<file path="config.mk">
export PLATFORM = sky130hd
export DESIGN_NAME = watch_timekeeper
export DESIGN_NICKNAME = d
export VERILOG_FILES = /design/src/rtl/watch_timekeeper.sv
export SDC_FILE = /design/constraint.sdc
export NUM_CORES = 1
export LEC_CHECK = 0
export ABC_AREA = 0
export BUFFER_PORTS_ARGS = -buffer_cell sky130_fd_sc_hd__buf_2
export CAP_MARGIN = 20
export CORE_UTILIZATION = 50
export CTS_BUF_LIST = sky130_fd_sc_hd__clkbuf_4 sky130_fd_sc_hd__clkbuf_8
export CTS_CLUSTER_DIAMETER = 50
export DETAILED_ROUTE_END_ITERATION = 6
export PLACE_DENSITY_LB_ADDON = 0.3
export SLEW_MARGIN = 20
export SYNTH_ARGS = -nofsm -noshare
export SYNTH_HDL_FRONTEND = slang
export SYNTH_SLANG_ARGS = --single-unit
</file>
<file path="constraint.sdc">
create_clock -name clk -period 2.7 [get_ports clk]
set_clock_uncertainty 0.1 [all_clocks]
set_input_delay 0.54 -clock clk [delete_from_list [all_inputs] [get_ports clk]]
set_output_delay 0.54 -clock clk [all_outputs]
set_load 0.03 [all_outputs]
</file>
<file path="src/rtl/watch_timekeeper.sv">
// watch_timekeeper: turns the divided slow toggle from the clock divider into
// a BCD 24-hour hh:mm:ss time of day, with a small RUN / SET_HR / SET_MIN
// mode machine driven by debounced single-cycle pulses. slow_in is treated
// as an asynchronous data input and is never used as a clock.
module watch_timekeeper #(
  parameter bit BOTH_EDGES = 1'b0
) (
  input  logic       clk,
  input  logic       rst_n,
  input  logic       slow_in,
  input  logic       mode_p,
  input  logic       inc_p,
  output logic [3:0] hr_t,
  output logic [3:0] hr_u,
  output logic [3:0] min_t,
  output logic [3:0] min_u,
  output logic [3:0] sec_t,
  output logic [3:0] sec_u,
  output logic [1:0] mode_o,
  output logic       tick_o
);

  typedef enum logic [1:0] {
    MODE_RUN     = 2'd0,
    MODE_SET_HR  = 2'd1,
    MODE_SET_MIN = 2'd2,
    MODE_BAD     = 2'd3
  } mode_e;

  // synchronizer chain: s1 absorbs metastability, s2/s3 form the edge detector
  logic s1_q, s2_q, s3_q;
  logic tick;

  mode_e      mode_q, mode_d;
  logic [3:0] hr_t_q, hr_t_d, hr_u_q, hr_u_d;
  logic [3:0] min_t_q, min_t_d, min_u_q, min_u_d;
  logic [3:0] sec_t_q, sec_t_d, sec_u_q, sec_u_d;
  logic       tick_o_q, tick_o_d;

  // candidate increments, computed once and selected by the mode machine
  logic [8:0] sec_inc, min_inc;
  logic [7:0] hr_inc;

  // Single digit compare-and-wrap: anything at or above max returns to 0,
  // so a corrupted digit can never count into an illegal code.
  function automatic logic [3:0] wrap_inc(input logic [3:0] d, input logic [3:0] max);
    return (d >= max) ? 4'd0 : d + 4'd1;
  endfunction

  // Two-digit 00..59 increment. Bit 8 is the carry out of 59 -> 00.
  function automatic logic [8:0] sixty_inc(input logic [3:0] t, input logic [3:0] u);
    logic       carry;
    logic [3:0] nt;
    logic [3:0] nu;
    carry = (u >= 4'd9) && (t >= 4'd5);
    nt    = (u >= 4'd9) ? wrap_inc(t, 4'd5) : t;
    nu    = wrap_inc(u, 4'd9);
    return {carry, nt, nu};
  endfunction

  // Hours 00..23 increment; 23 (or anything past it) wraps to 00, x9 -> (x+1)0.
  function automatic logic [7:0] hours_inc(input logic [3:0] t, input logic [3:0] u);
    if ((t >= 4'd2) && (u >= 4'd3)) begin
      return 8'h00;
    end
    if (u >= 4'd9) begin
      return {wrap_inc(t, 4'd2), 4'd0};
    end
    return {t, u + 4'd1};
  endfunction

  // rising edge only, or either edge, of the synchronized slow signal
  assign tick = BOTH_EDGES ? (s2_q ^ s3_q) : (s2_q & ~s3_q);

  // next-state logic: mode_p has priority over both tick and inc_p
  always_comb begin
    mode_d   = mode_q;
    hr_t_d   = hr_t_q;
    hr_u_d   = hr_u_q;
    min_t_d  = min_t_q;
    min_u_d  = min_u_q;
    sec_t_d  = sec_t_q;
    sec_u_d  = sec_u_q;
    tick_o_d = 1'b0;
    sec_inc  = sixty_inc(sec_t_q, sec_u_q);
    min_inc  = sixty_inc(min_t_q, min_u_q);
    hr_inc   = hours_inc(hr_t_q, hr_u_q);

    case (mode_q)
      MODE_RUN: begin
        if (mode_p) begin
          // a tick landing on the same edge is deliberately dropped
          mode_d = MODE_SET_HR;
        end else if (tick) begin
          tick_o_d         = 1'b1;
          {sec_t_d, sec_u_d} = sec_inc[7:0];
          if (sec_inc[8]) begin
            {min_t_d, min_u_d} = min_inc[7:0];
            if (min_inc[8]) begin
              {hr_t_d, hr_u_d} = hr_inc;
            end
          end
        end
      end
      MODE_SET_HR: begin
        if (mode_p) begin
          mode_d = MODE_SET_MIN;
        end else if (inc_p) begin
          {hr_t_d, hr_u_d} = hr_inc;
        end
      end
      MODE_SET_MIN: begin
        if (mode_p) begin
          // leaving set mode starts the new minute from :00
          mode_d  = MODE_RUN;
          sec_t_d = 4'd0;
          sec_u_d = 4'd0;
        end else if (inc_p) begin
          // minutes wrap on their own, no carry into the hours here
          {min_t_d, min_u_d} = min_inc[7:0];
        end
      end
      default: begin
        mode_d = MODE_RUN;
      end
    endcase
  end

  // all state, with asynchronous active-low reset
  always_ff @(posedge clk or negedge rst_n) begin
    if (!rst_n) begin
      s1_q     <= 1'b0;
      s2_q     <= 1'b0;
      s3_q     <= 1'b0;
      mode_q   <= MODE_RUN;
      hr_t_q   <= 4'd0;
      hr_u_q   <= 4'd0;
      min_t_q  <= 4'd0;
      min_u_q  <= 4'd0;
      sec_t_q  <= 4'd0;
      sec_u_q  <= 4'd0;
      tick_o_q <= 1'b0;
    end else begin
      s1_q     <= slow_in;
      s2_q     <= s1_q;
      s3_q     <= s2_q;
      mode_q   <= mode_d;
      hr_t_q   <= hr_t_d;
      hr_u_q   <= hr_u_d;
      min_t_q  <= min_t_d;
      min_u_q  <= min_u_d;
      sec_t_q  <= sec_t_d;
      sec_u_q  <= sec_u_d;
      tick_o_q <= tick_o_d;
    end
  end

  assign hr_t   = hr_t_q;
  assign hr_u   = hr_u_q;
  assign min_t  = min_t_q;
  assign min_u  = min_u_q;
  assign sec_t  = sec_t_q;
  assign sec_u  = sec_u_q;
  assign mode_o = mode_q;
  assign tick_o = tick_o_q;

endmodule

</file>
Yosys cells after proc, flatten, opt, wreduce, memory -nomap -nowiden. Index checks and enable logic that the tools add are counted.

Add/subtract/negate cells: 6. Multiply operators: 0. Div/mod/pow operators: 0. Order comparisons: 7. Equality and inequality tests: 14. Shift operators: 0. Mux-type cells: 54. Bitwise gates (word level): 2. Reductions and logical operators: 11.

Operators by type and width (number): $mux 4 (34); $pmux 4 s2 (6); $mux 8 (4); $add 4x1->4 const B (6); $ne 2x2->1 const B (12); $ge 4x4->1 const B (3); $ge 4x2->1 const B (2); $ge 4x3->1 const B (2); $reduce_and 7->1 (1); $mux 1 (6); $mux 2 (3); $pmux 2 s3 (1); $reduce_and 6->1 (1); $reduce_and 5->1 (1); $reduce_and 4->1 (1); $reduce_bool 2->1 (2); $logic_and 1x1->1 (3); $reduce_and 3->1 (1); $eq 2x1->1 const B (1); $eq 2x2->1 const B (1); $logic_not 2->1 (1); $and 1x1->1 (1); $not 1->1 (1).

Flip-flop bits (word level): 30. Bits in latches: 0. Bits in writable memories: 0. Memory bits (read-only): 0. Input port bits: 5. Output and inout bits: 27. Logic and storage cells: 105. Memories: 0.

Logic depth before layout (Yosys ltp).
Depth after elaboration: 11. Mapped depth: 8. Depth with buffers taken out: 7.

Worst setup path after synthesis. Ideal clock, no wire load.

Path type: reg2reg. Start point: register hr_t_q[0], in the netlist hr_t[0]. End point: register hr_t_q[0], in the netlist hr_t[0]. Library setup time: 0.125 ns. Arrival time: 2.023 ns. Required time: 2.475 ns. Slack: 0.452 ns. Stages on the path, launching flop included: 8. Path buffers: 0. Clock period less this slack: 2.248 ns. Cell sequence: dfrtp_1 -> inv_1 -> ha_1 -> nor4_4 -> or3b_1 -> o2111ai_2 -> nor2_2 -> mux2_4.

Longest elaborated chain between the ends: 10. Elaborated cells on any way between the ends: 15. Classes of those cells: add/sub: 1; order compare: 1; mux: 12; reduce/logical: 1.

RTL lines: start, declared (line 35) `logic [3:0] hr_t_q, hr_t_d, hr_u_q, hr_u_d;`; start signal, assigned (line 148) `hr_t_q <= hr_t_d;`; $add 4x1->4 / $ge 4x2->1 (equally long branches) (line 47, 63); $mux 4 (line 47) `return (d >= max) ? 4'd0 : d + 4'd1;`; $mux 8 (line 66) `if (u >= 4'd9) begin`; $mux 8 (line 69) `return {t, u + 4'd1};`; $mux 8 * (line 66); $mux 4 (line 99) `if (min_inc[8]) begin`; $mux 4 (line 97) `if (sec_inc[8]) begin`; $mux 4 (line 94) `end else if (tick) begin`; $mux 4 (line 91) `if (mode_p) begin`; $pmux 4 s2 * (line 89) `case (mode_q)`.

Mark *: on every way between the ends. The rest lies on a longest branch, timed or not. The select of a mux whose other input is x is not followed. A chain may end at the register's enable or synchronous reset.

Worst setup path after layout.
Start point: register sec_u_q[0], in the netlist sec_u[0]. End point: register hr_u_q[0], in the netlist hr_u[0].

Longest elaborated chain between the ends: 4.

RTL lines: start, declared (line 37) `logic [3:0] sec_t_q, sec_t_d, sec_u_q, sec_u_d;`; start signal, assigned (line 153) `sec_u_q <= sec_u_d;`; $ge 4x4->1 (line 55) `carry = (u >= 4'd9) && (t >= 4'd5);`; $logic_and 1x1->1 (line 55); $ne 2x2->1 (no source line); $reduce_and 7->1 (no source line); end signal, assigned (line 149) `hr_u_q <= hr_u_d;`; end, declared (line 35).

No other way between the ends.

==> metrics.yaml <==
crit_path_top_delay_cell: "dfrtp_1"
cts_hold_buf: 0
start_util_pct: 52.7
design.die.area_sq_mm: 0.00382
antennaDiodeCount: 0
total_power_w: 0.00215
clock.fmax_mhz: 449
synth_ff_type: "dfrtp_1"
cellPowerDensity_mw_per_mm2: 1050
postRouteAntennaNets: 0
fill_cells: 289
critPathCaptureType: "register"
synth-edff-count: 0
first_pass_iters: 4
ff_latch_area_sq_um: 751
worst-endpoint-arrival_ns: 2.38
final_common_cell: "buf_2"
avgRoutedWirePerCell_um: 13.6
hpwl_um: 2640
cp.depth: 7
relSlewSlack_pct: 54.8
cts_tree: "yes"
slew_viol_final: 0
tightest_slew_ns: 0.679
finalCritPeriodShare_pct: 82.4
grt_max_degree: 31
insertion_delay_ns: 0.33
grtUsageTotal_pct: 21.5
reg2reg_slack_ns: 0.47
clk_pin_slew_ns: 0.10
vias_per_cell: 5.54
grt_pass1_wl_um: 5830
synth_area_sq_mm: 0.00179
fin_area_sq_mm: 0.00204
wirelength_um: 3520
numCtsBuffers: 5
cap_viol_max_count: 0
reg2regPathDepth: 7
grt_pass1_vias: 1313
cts_setup_buffers: 0
dpl_worst_slack_ns: 0.501
synth_area_leaders: "dfrtp_1 (42%), ha_1 (12%), inv_1 (3.2%)"
fin_nets: 234
rows: 21
multi_input_area_sq_um: 950
ios: 32
yosys.area.top_type: "dfrtp_1"
whs_ns: 0.136
cp_max_fo: 6
ys_async_sr_fraction_pct: 100
dieWidth_um: 61.8
finalSetupTns_ns: 0
drt_iter0_markers: 88
cts_htree_levels: 2
status: "complete, no violations"
antenna_found_initial: 0
drc_errors: 0
finalCriticalPeriod_ns: 2.23
die_h_um: 61.8
rr_startpoint: "sec_u[0]"
required_ns: 2.86
cpMostUsedCell: "inv_1"
setup_viol: 0
num_vias: 1435
synth_top_area_share_pct: 42.0
ir_drop_uv: 507
drive_gt1_share_pct: 25.4
globalplace.congestion: 0.758
dpl_cell_area_sq_mm: 0.00198
layout_common_cells: "buf_2 (31), dfrtp_1 (30), ha_1 (17)"
seq_area_frac_synth_pct: 42.0
syn_to_final_growth_pct: 14.4
cts_sinks: 30
yosysWarnings: 0
final-hold-violation-count: 0
cp_num_buf_inv: 2
syn-num-nets: 199
grt_overflow: 0
syn_area_per_cell_sq_um: 10.1
clk_path_buf_depth: 2
crit_end: "hr_u[0]"
slowest_delay_ns: 0.44
start_kind: "register"
timing.rr.end: "hr_u[0]"
path_delay_family: "compound AO/OA/AOI/OAI gates"
cts-root-buf: "clkbuf_4"
synth_cell_types: 46
io_buffers: 31
crit_chain: "inv_1 -> ha_1 -> inv_1 -> o31a_2 -> a41oi_1 -> or2_1 -> mux2i_1"
rsz0062_at_grt: "no"
syn_inst: 177
ys_seq_elements: 30
core_sq_mm: 0.00339
hold_class: "primary input to async pin"
p_leak_nw: 1.00
crit_start: "sec_u[0]"
cts-resized-gates: 0
fin_ws_ns: 0.475
critPathKind: "register to register"
==> per-stage QoR <==
stage	instances	utilization, %
CTS	259	60.3
global placement	251	58.4
finish	259	60.3
detailed placement	251	58.4
floorplan	177	-
global route	259	60.3
==> logic make-up (layout without fill, tap and decap cells) <==
group	Yosys count	count (layout)	share of synthesized area, %
flip-flops	30	30	42.0
AND/OR/NAND/NOR	57	57	17.6
multiplexers	6	6	3.99
XOR/XNOR	2	2	0.981
buffers and inverters	20	56	4.83
AO/OA/AOI/OAI	45	45	18.7
adder cells (fa/ha/maj)	17	17	11.9
==> flip-flops by register name (all words and copies together) (netlist names) <==
name	flops
hr_t	4
hr_u	4
min_t	4
min_u	4
mode_o	2
s1_q	1
s2_q	1
s3_q	1
sec_t	4
sec_u	4
tick_o	1
==> final cells by class <==
cell class | count | share of cell area (%)
Clock buffer | 7 | 2.88
Clock inverter | 1 | 0.245
Inverter | 16 | 2.94
Multi-Input combinational cell | 127 | 46.5
Sequential cell | 30 | 36.7
Tap cell | 46 | 2.82
Timing Repair Buffer | 32 | 7.96
==> report_power, final <==
part	internal, W	switching (W)	leakage [nW]
Combinational	0.000374	0.000696	0.581
Clock	0.000136	0.000153	0.0387
Sequential	0.000576	0.000212	0.383
Total	0.00109	0.00106	1.00
==> worst min path at each step <==
| stage | cells after the start | to | from |
|---|---|---|---|
| 4_1_cts | 1 | min_u[3] | rst_n |
| 3_3_place_gp | 0 | s2_q | s1_q |
| 6_report | 1 | tick_o | rst_n |
| 3_5_place_dp | 0 | s2_q | s1_q |
| 5_1_grt | 1 | sec_t[1] | rst_n |
| 2_1_floorplan | 0 | hr_t[0] | rst_n |
==> metal layers <==
layer | up-vias | wire length [um] | track usage, %
met2 | 35 | 1720 | 35.6
met4 | 0 | 47 | 6.98
met1 | 696 | 1590 | 26.8
met5 | - | 0 | 0
met3 | 6 | 163 | 6.63
li1 | 698 | - | -
==> synth_stat cells (3+ instances only) <==
cell      count
dfrtp_1      30
ha_1         17
inv_1        15
nor2_1       14
nand2_1      13
o21ai_1      11
nand3_1       8
nand2b_1      7
a21oi_1       4
o211ai_1      4
o21ai_0       4
a21o_1        3
buf_2         3
mux2i_1       3
nand4_1       3
o31ai_1       3
o41ai_1       3
Note: power is estimated with default switching activity, not from simulation.
